`config.mk`:
```
export PLATFORM = sky130hd
export DESIGN_NAME = io_button_regs
export DESIGN_NICKNAME = d
export VERILOG_FILES = /design/src/rtl/io_button_regs.sv
export SDC_FILE = /design/constraint.sdc
export NUM_CORES = 1
export LEC_CHECK = 0
export ABC_AREA = 1
export ABC_CLOCK_PERIOD_IN_PS = 1900
export CORE_ASPECT_RATIO = 1.25
export CORE_UTILIZATION = 48
export DETAILED_ROUTE_END_ITERATION = 10
export PLACE_DENSITY = 0.8
export SLEW_MARGIN = 20
export SYNTH_ARGS = -nofsm -noshare
export SYNTH_HDL_FRONTEND = slang
export SYNTH_SLANG_ARGS = --single-unit
```
`constraint.sdc`:
```
create_clock -name clk -period 1.9 [get_ports clk]
set_input_delay 0.38 -clock clk [delete_from_list [all_inputs] [get_ports clk]]
set_output_delay 0.38 -clock clk [all_outputs]
set_load 0.1 [all_outputs]
```
`src/rtl/io_button_regs.sv`:
```
// io_button_regs: memory-mapped push-button block for the processor IO space.
//
// Each raw button pin is normalised to active-high and passed through a
// 2-flop synchroniser. A per-button debouncer then accepts a level change
// only after the synchronised value has differed from the accepted level
// for DEBOUNCE_CYCLES consecutive cycles. When a button's debounced level
// goes from released to pressed, a sticky "pressed" flag is set for that
// button. A qualified read returns the flag and the level of the selected
// button, and clears that button's flag at the end of the read cycle.
//
// Ports:
//   clk         system clock (same clock as the processor)
//   rst         synchronous active-high reset
//   btn_raw     raw, asynchronous button pins
//   btn_selecc  button index from the IO address decoder
//   btn_rd_enb  load strobe for the button address range
//   rd_data     combinational read data: {0.., level, flag} of the selected button
//   btn_level   debounced pressed levels (1 = pressed)
//   btn_pending OR of all sticky flags

// Per-button debouncer: RELEASED/PRESSED FSM with a stability counter.
//   clk, rst  clock and synchronous active-high reset
//   sync_i    synchronised, active-high button level
//   deb_o     debounced level (1 = pressed)
//   press_o   one-cycle pulse in the cycle before deb_o rises
module io_button_deb #(
    parameter int DEBOUNCE_CYCLES = 500000,
    parameter int CNT_W           = 19
) (
    input  logic clk,
    input  logic rst,
    input  logic sync_i,
    output logic deb_o,
    output logic press_o
);
    localparam logic [CNT_W-1:0] CNT_LAST = CNT_W'(DEBOUNCE_CYCLES - 1);

    typedef enum logic {RELEASED = 1'b0, PRESSED = 1'b1} deb_state_e;

    deb_state_e       state_q, state_d;
    logic [CNT_W-1:0] cnt_q, cnt_d;

    always_ff @(posedge clk) begin
        if (rst) begin
            state_q <= RELEASED;
            cnt_q   <= '0;
        end else begin
            state_q <= state_d;
            cnt_q   <= cnt_d;
        end
    end

    // The counter only runs while the input disagrees with the accepted
    // level, so any agreement (a glitch ending) restarts the count and the
    // counter can never pass CNT_LAST.
    always_comb begin
        state_d = state_q;
        cnt_d   = '0;
        case (state_q)
            RELEASED: begin
                if (sync_i) begin
                    if (cnt_q == CNT_LAST) state_d = PRESSED;
                    else                   cnt_d   = cnt_q + 1'b1;
                end
            end
            PRESSED: begin
                if (!sync_i) begin
                    if (cnt_q == CNT_LAST) state_d = RELEASED;
                    else                   cnt_d   = cnt_q + 1'b1;
                end
            end
            default: state_d = RELEASED;
        endcase
    end

    assign deb_o   = (state_q == PRESSED);
    // Fires while the transition is pending so the sticky flag is set on
    // the same edge the debounced level rises.
    assign press_o = (state_q == RELEASED) && (state_d == PRESSED);
endmodule

module io_button_regs #(
    parameter int N_BTN           = 4,
    parameter int DEBOUNCE_CYCLES = 500000,
    parameter int CNT_W           = 19,
    parameter bit BTN_ACTIVE_LOW  = 1'b1,
    parameter int DATA_W          = 32
) (
    input  logic              clk,
    input  logic              rst,
    input  logic [N_BTN-1:0]  btn_raw,
    input  logic [1:0]        btn_selecc,
    input  logic              btn_rd_enb,
    output logic [DATA_W-1:0] rd_data,
    output logic [N_BTN-1:0]  btn_level,
    output logic              btn_pending
);
    logic [N_BTN-1:0] meta_q, meta_d;
    logic [N_BTN-1:0] sync_q, sync_d;
    logic [N_BTN-1:0] flag_q, flag_d;
    logic [N_BTN-1:0] deb;
    logic [N_BTN-1:0] press;
    logic [N_BTN-1:0] clr;

    always_ff @(posedge clk) begin
        if (rst) begin
            meta_q <= '0;
            sync_q <= '0;
            flag_q <= '0;
        end else begin
            meta_q <= meta_d;
            sync_q <= sync_d;
            flag_q <= flag_d;
        end
    end

    always_comb begin
        meta_d = btn_raw ^ {N_BTN{BTN_ACTIVE_LOW}};
        sync_d = meta_q;
    end

    for (genvar i = 0; i < N_BTN; i++) begin : g_btn
        io_button_deb #(
            .DEBOUNCE_CYCLES(DEBOUNCE_CYCLES),
            .CNT_W          (CNT_W)
        ) u_deb (
            .clk    (clk),
            .rst    (rst),
            .sync_i (sync_q[i]),
            .deb_o  (deb[i]),
            .press_o(press[i])
        );
    end

    // Set has priority over the read clear so a press landing in the read
    // cycle is not lost.
    always_comb begin
        clr = '0;
        for (int i = 0; i < N_BTN; i++) begin
            clr[i] = btn_rd_enb && (int'(btn_selecc) == i);
        end
        flag_d = (flag_q & ~clr) | press;
    end

    // Read returns pre-clear values; the clear lands on the following edge.
    always_comb begin
        rd_data = '0;
        if (btn_rd_enb) begin
            rd_data[0] = flag_q[btn_selecc];
            rd_data[1] = deb[btn_selecc];
        end
    end

    assign btn_level   = deb;
    assign btn_pending = |flag_q;
endmodule

```
==> results.md, run 1 <==
- Status: finished clean
- Leakage: ~0.002 uW
- Share of the synthesized area in the top cell type: 0.3922
- Int Pwr: 3200 uW
- Syn. warnings: 0
- RePlAce Congestion: roughly 0.91
- WL final: around 9100 um
- Count of different cell masters after synthesis: 32
- I/O pins: 46
- Clock skew: 0.006873 ns
- Setup crit start kind: primary input
- Dpl cells: 824
- Area after DPL: around 5000 um^2
- Grt total ovfl: 0
- Sequential share of the synthesized area: 0.3922
- Clock Latency Late Sink: approximately 0.34 ns
- Net Sw Power: 1062 uW
- Initial antenna violation count: 0
- CTS sink cnt: 92
- Compound-cell area share of the yosys netlist: 0.04023
- Max Fclk: 529.9 MHz
- Final setup fails: 0
- Post-Syn Area: 4696 um^2
- Synth cell count leaders: 163 x nor2_1, 136 x nand2_1, 92 x dfxtp_1
- Clock root buffer: clkbuf_16
- IO buf count: 15
- First-pass GRT wire length: 15710 um
- Final Hold Fails: 0
- Comb pwr share: 0.078
- Largest cells by area after synthesis: dfxtp_1 39%, nor2_1 13%, nand2_1 11%
- Switching Share: 0.2492
- Most frequent cell after synthesis: nor2_1
- Pin count of the biggest net entering global routing: 17
- CP Data Required Time: 1.52 ns
- Ant. Diodes: 0
- Worst-case clock buffer depth: 2
- WL/cell: 10.79 um
- Max-cap violations: 0
- CP arrival: 1.51 ns
- CTS tree: yes
- Core area: 9559 um^2
- Max Slew Vio Count: 0
- Worst reg-to-reg setup slack: 0.27 ns
- Largest family of logic cells by synthesized area: simple AND/OR/NAND/NOR gates
- Vias post-DR: 4027
- Tot GR Track Use: 0.1878
- TritonCTS Buffers: 9
- Fin cells: 841
- Die span in x: approximately 90 um
- Crit Path Category: primary input to output port
- # DRC: 0
- Post-DP HPWL: 6752 um
- Async SR Flop Fraction: 0
- Unrepaired setup endpoints after global routing: no
- Worst Hold Slack: 0.4128 ns
- First DRT Iteration DRCs: around 170
- Area Overhead vs Synth: 12.98%
- Post-Synth XOR/XNOR Area: 0.06715
- Adder-cell share of the synthesized area: 0.01066
- Routed Antenna Nets: 0
- Nets: 723
- Pre-antenna DRT Iters: 4
- Post-Synthesis Cells: just under 700
- FP Rows: 40
- Vias/cell: 4.788
- Worst-path clk slew: 0.07 ns
- Post-Synth Simple-Gate Area: 0.3531
- Clock share of power: 0.465
- H-tree level count: 3
- Peak VDD IR: approximately 0.47 mV
- Seq cells post-synth: between 90 and 100
- Setup TNS: 0 ns
- Share of post-route cells with drive strength above 1: 0.08811
- Die ar.: roughly 10000 um^2
- Cell taking the most area after synthesis: dfxtp_1
- Syn Area/Cell: 6.865 um^2
- EDFF count, synth: 0
- CP Max Fanout: 3
- Mux contribution to synthesized area: 0
- Flop pwr share: 0.456
- Die height: 112.6 um
- Starting Density: 0.4912
- Worst min path class: flip-flop to flip-flop
- Final worst path period need: 1.887 ns
- Pwr/cell area: 803.3 nW/um^2
- Fin crit share: 0.9932
- Number of global-route vias before repair: 3802
- # hold bufs at CTS: 0
- Final instance area: about 5300 um^2
- CP Capture Type: output port
- Top_reg_cell synth: dfxtp_1
## flip-flops by register name, summed over array words and instances, names as in the netlist
| signal | flops |
|---|---|
| flag_q | 4 |
| g_btn.u_deb.cnt_q | 76 |
| sync_q | 4 |
| meta_q | 4 |
| g_btn.u_deb.deb_o | 4 |
## metrics by stage
step	setup slack, ns	util	total power, uW
6_report	0.01285	0.5550	4262
5_1_grt	0.01112	0.5550	4365
3_3_place_gp	-0.09840	0.5191	2318
4_1_cts	0.007081	0.5548	4270
3_5_place_dp	-0.1138	0.5191	2321
2_1_floorplan	0.04735	-	2332
## worst paths after layout
kind / cells past startpoint / endpoint / from
max: 4 / rd_data[1] / btn_rd_enb
max reg2reg: 8 / g_btn[2].u_deb.cnt_q[9]$_SDFF_PP0_ / g_btn[2].u_deb.cnt_q[0]$_SDFF_PP0_
min reg2reg: 2 / sync_q[1]$_SDFF_PP0_ / meta_q[1]$_SDFF_PP0_
min: 2 / sync_q[1]$_SDFF_PP0_ / meta_q[1]$_SDFF_PP0_
## power groups by stage
stage | logic (uW) | registers (uW) | clock network, uW
2_1_floorplan | 345 | 1990 | 0
5_1_grt | 346 | 1940 | 2070
3_3_place_gp | 330 | 1990 | 0
6_report | 334 | 1940 | 1980
3_5_place_dp | 332 | 1990 | 0
4_1_cts | 333 | 1940 | 1990
## cells by family after synthesis
kind of cell,count (synthesis)
AO/OA/AOI/OAI,33
XOR/XNOR,36
adder cells (fa/ha/maj),4
buffers and inverters,130
flip-flops,92
other,1
AND/OR/NAND/NOR,388
## critical path, stage by stage
cell	delay, ns
clkdlybuf4s50_1	0.54
inv_1	0.11
nor2_2	0.26
buf_12	0.21
## per-layer routing
layer  GRT usage  part of all wire  vias to the layer above
met5           0                 0                        -
met4      0.1032             0.027                        0
met3     0.02439             0.025                       18
met2      0.3399              0.50                       85
met1      0.2118              0.45                     1826
li1            -                 -                     2098
## final cells by class
| type | instances | area, um^2 |
|---|---|---|
| Fill cell | 874 | 4254 |
| Sequential cell | 92 | 1846 |
| Inverter | 90 | 337.8 |
| Tap cell | 126 | 157.7 |
| Clock buffer | 11 | 252.7 |
| Multi-Input combinational cell | 491 | 2330 |
| Timing Repair Buffer | 26 | 300.3 |
| Clock inverter | 5 | 81.33 |
## repair_timing
item / in CTS / in global routing
buffers inserted: 1 / 0
pin swaps: 3 / 1
gates resized for setup: 4 / 1
endpoints found under the setup margin: 2 / 1
## placed cells by master, fill, tap and decap left out, types with 6 or more instances in the layout
master and n:
nor2_1 161, nand2_1 136, inv_1 89, dfxtp_1 89
nand3_1 39, conb_1 30, xor2_1 29, nor3_1 16
a21oi_1 12, nand4_1 11, buf_4 11, clkbuf_16 9
nor2_2 8, o21ai_0 8, xnor2_1 7, buf_12 7
nor2_4 6, nand2_2 6, clkdlybuf4s50_1 6
Note: power is estimated with default switching activity, not from simulation.
==> inputs of run 2 (changes only) <==
--- a/config.mk
+++ b/config.mk
@@ -10,7 +10,9 @@
 export CORE_ASPECT_RATIO = 1.25
 export CORE_UTILIZATION = 48
 export DETAILED_ROUTE_END_ITERATION = 10
+export GPL_ROUTABILITY_DRIVEN = 0
 export PLACE_DENSITY = 0.8
+export SKIP_CTS_REPAIR_TIMING = 1
 export SLEW_MARGIN = 20
 export SYNTH_ARGS = -nofsm -noshare
 export SYNTH_HDL_FRONTEND = slang
==> run 2 against run 1 <==
Final cell count unchanged; utilization up 0.13 points; combinational power barely moved; routed wire length up 0.33%; cell area increased by 0.24%; sequential share of layout area about the same; worst setup slack gained 0.043 ns; sequential power is essentially flat; worst hold slack hardly changed; global-route usage hardly changed; power hardly changed.
==> results.md, run 2 (synthesis results as in run 1) <==
- Status: finished clean
- Dpl cells: 824 (unchanged)
- Worst reg-to-reg setup slack: 0.27 ns (about the same)
- Met2 wire len: 4499 um (-0.33%)
- Clock skew: 0.005313 ns (-0.001561 ns)
- Most common cell after layout, fill and taps aside: nor2_1
- Die span in x: 90.47 um (unchanged)
- Setup TNS: 0 ns (unchanged)
- Nets: 723 (unchanged)
- CTS tree: yes
- Max stage delay on crit path: 0.54 ns (about the same)
- Tot GR Track Use: 0.1876 (about the same)
- Ant. Diodes: 0 (unchanged)
- Routed Antenna Nets: 0 (unchanged)
- Grt total ovfl: 0 (unchanged)
- TritonCTS Buffers: 9 (unchanged)
- FP Rows: 40 (unchanged)
- Leakage: 0.002075 uW (+0.81%)
- Largest register FFs: 76 (unchanged)
- Clock root buffer: clkbuf_16
- Die height: 112.6 um (unchanged)
- Pin count of the biggest net entering global routing: 17 (unchanged)
- Top layer reached by signal wires: met4
- Vias/cell: 4.773 (-0.32%)
- Initial antenna violation count: 0 (unchanged)
- CP Data Required Time: 1.52 ns (about the same)
- RR Startpoint: g_btn[2].u_deb.cnt_q[0]$_SDFF_PP0_
- R2R depth: 8 (unchanged)
- # DRC: 0 (unchanged)
- Worst-path clk slew: 0.07 ns (about the same)
- Number of global-route vias before repair: 3786 (-0.42%)
- Core area: 9559 um^2 (unchanged)
- Peak VDD IR: 0.4675 mV (+0.51%)
- Pwr/cell area: 801.8 nW/um^2 (-0.18%)
- WL/cell: 10.83 um (+0.33%)
- Final worst path period need: 1.845 ns (-0.04258 ns)
- Final Hold Fails: 0 (unchanged)
- Final instance area: 5318 um^2 (+0.24%)
- Max-cap violations: 0 (unchanged)
- Area after DPL: 4962 um^2 (unchanged)
- Area Overhead vs Synth: 13.24%
- Worst path top cell family by delay: buffers and inverters
- CP arrival: 1.46 ns (-0.05 ns)
- CP max-delay cell: clkdlybuf4s50_1
- Fin cells: 841 (unchanged)
- Share of post-route cells with drive strength above 1: 0.08951 (+0.001399)
- Hold Path End: sync_q[1]$_SDFF_PP0_
- Final setup fails: 0 (unchanged)
- Met3 WL: 298 um (+30%)
- CTS sink cnt: 92 (unchanged)
- Reg2reg end: g_btn[2].u_deb.cnt_q[9]$_SDFF_PP0_
- Clock Latency Late Sink: 0.34 ns (about the same)
- Vias post-DR: 4014 (-0.32%)
- Crit Path Category: primary input to output port
- Max Slew Vio Count: 0 (unchanged)
- CP Capture Type: output port
- First-pass GRT wire length: 15690 um (-0.13%)
- Die ar.: 10190 um^2 (unchanged)
- Setup crit start kind: primary input
- Fillcell total: 868 (-0.69%)
- Worst min path class: flip-flop to flip-flop
- Pre-antenna DRT Iters: 5 (+1)
- Post-DP HPWL: 6752 um (unchanged)
- Most frequent cells in the layout: 161 x nor2_1, 135 x nand2_1, 89 x inv_1, 89 x dfxtp_1, 39 x nand3_1
- CP Max Fanout: 3 (unchanged)
- H-tree level count: 3 (unchanged)
- Max Fclk: 542.1 MHz (+2.3%)
- IO buf count: 15 (unchanged)
- Unrepaired setup endpoints after global routing: no
- Hold Path Origin: meta_q[1]$_SDFF_PP0_
- I/O pins: 46 (unchanged)
- First DRT Iteration DRCs: 172 (unchanged)
- Largest Register: g_btn.u_deb.cnt_q
- Crit-path cells: clkdlybuf4s50_1 > inv_1 > nor2_2 > buf_12
- Starting Density: 0.4912 (unchanged)
- WL final: 9104 um (+0.33%)
- Worst-case clock buffer depth: 2 (unchanged)
- WL met1: 4057 um (-0.69%)
- Bufs and invs on worst path: 3 (unchanged)
- WHS Path Cells: 2 (unchanged)
- Fin crit share: 0.9708 (-0.02241)
## run 2: cell types whose count changed in the layout (fill, tap and decap cells not counted), sizes merged
cell,change
dlymetal6s2s,+2
dlygate4sd2,-2
## run 2: power breakdown
| part | switching [uW] | internal, uW | total (uW) |
|---|---|---|---|
| sequential | 6.39 | 1940 | 1940 |
| clock | 760 | 1230 | 1990 |
| combinational | 299 | 34.6 | 334 |
## run 2: cell type report
class	instances	area (um^2)	share of cell area
clock buffer	11	252.7	0.04753
timing repair buffer	26	307.8	0.05788
tap	126	157.7	0.02965
clock inverter	5	81.33	0.01529
inverter	90	337.8	0.06353
sequential	92	1848	0.3475
multi-input combinational	491	2332	0.4386
## run 2: worst max path at each step
| stage | from | endpoint | cells past startpoint |
|---|---|---|---|
| 2_1_floorplan | btn_selecc[1] | rd_data[0] | 5 |
| 3_3_place_gp | btn_selecc[1] | rd_data[1] | 6 |
| 3_5_place_dp | btn_selecc[1] | rd_data[1] | 6 |
| 4_1_cts | btn_selecc[1] | rd_data[1] | 6 |
| 5_1_grt | g_btn[1].u_deb.deb_o$_SDFF_PP0_ | rd_data[1] | 5 |
| 6_report | btn_rd_enb | rd_data[1] | 4 |
## run 2: per-layer routing
| metal | global-route usage | up-vias |
|---|---|---|
| li1 | - | 2097 |
| met1 | 0.2131 | 1817 |
| met2 | 0.3379 | 83 |
| met3 | 0.02439 | 17 |
| met4 | 0.1032 | 0 |
| met5 | 0 | - |
## run 2: worst reg2reg max path: cells and delay by family (launching register included)
family	cells	cell delay (ns)
adders and majority gates	1	0.22
DFF	1	0.36
and+or+nand+nor	6	0.72
buffers and inverters	1	0.20
## run 2: per-stage QoR
step / power [uW] / setup slack, ns / hold slack, ns / utilization
2_1_floorplan: 2332 / 0.04735 / 0.3883 / -
3_3_place_gp: 2318 / -0.09840 / 0.3975 / 0.5191
3_5_place_dp: 2321 / -0.1138 / 0.4024 / 0.5191
4_1_cts: 4270 / -0.1323 / 0.4115 / 0.5541
5_1_grt: 4364 / 0.003789 / 0.4369 / 0.5563
6_report: 4264 / 0.05543 / 0.4127 / 0.5563
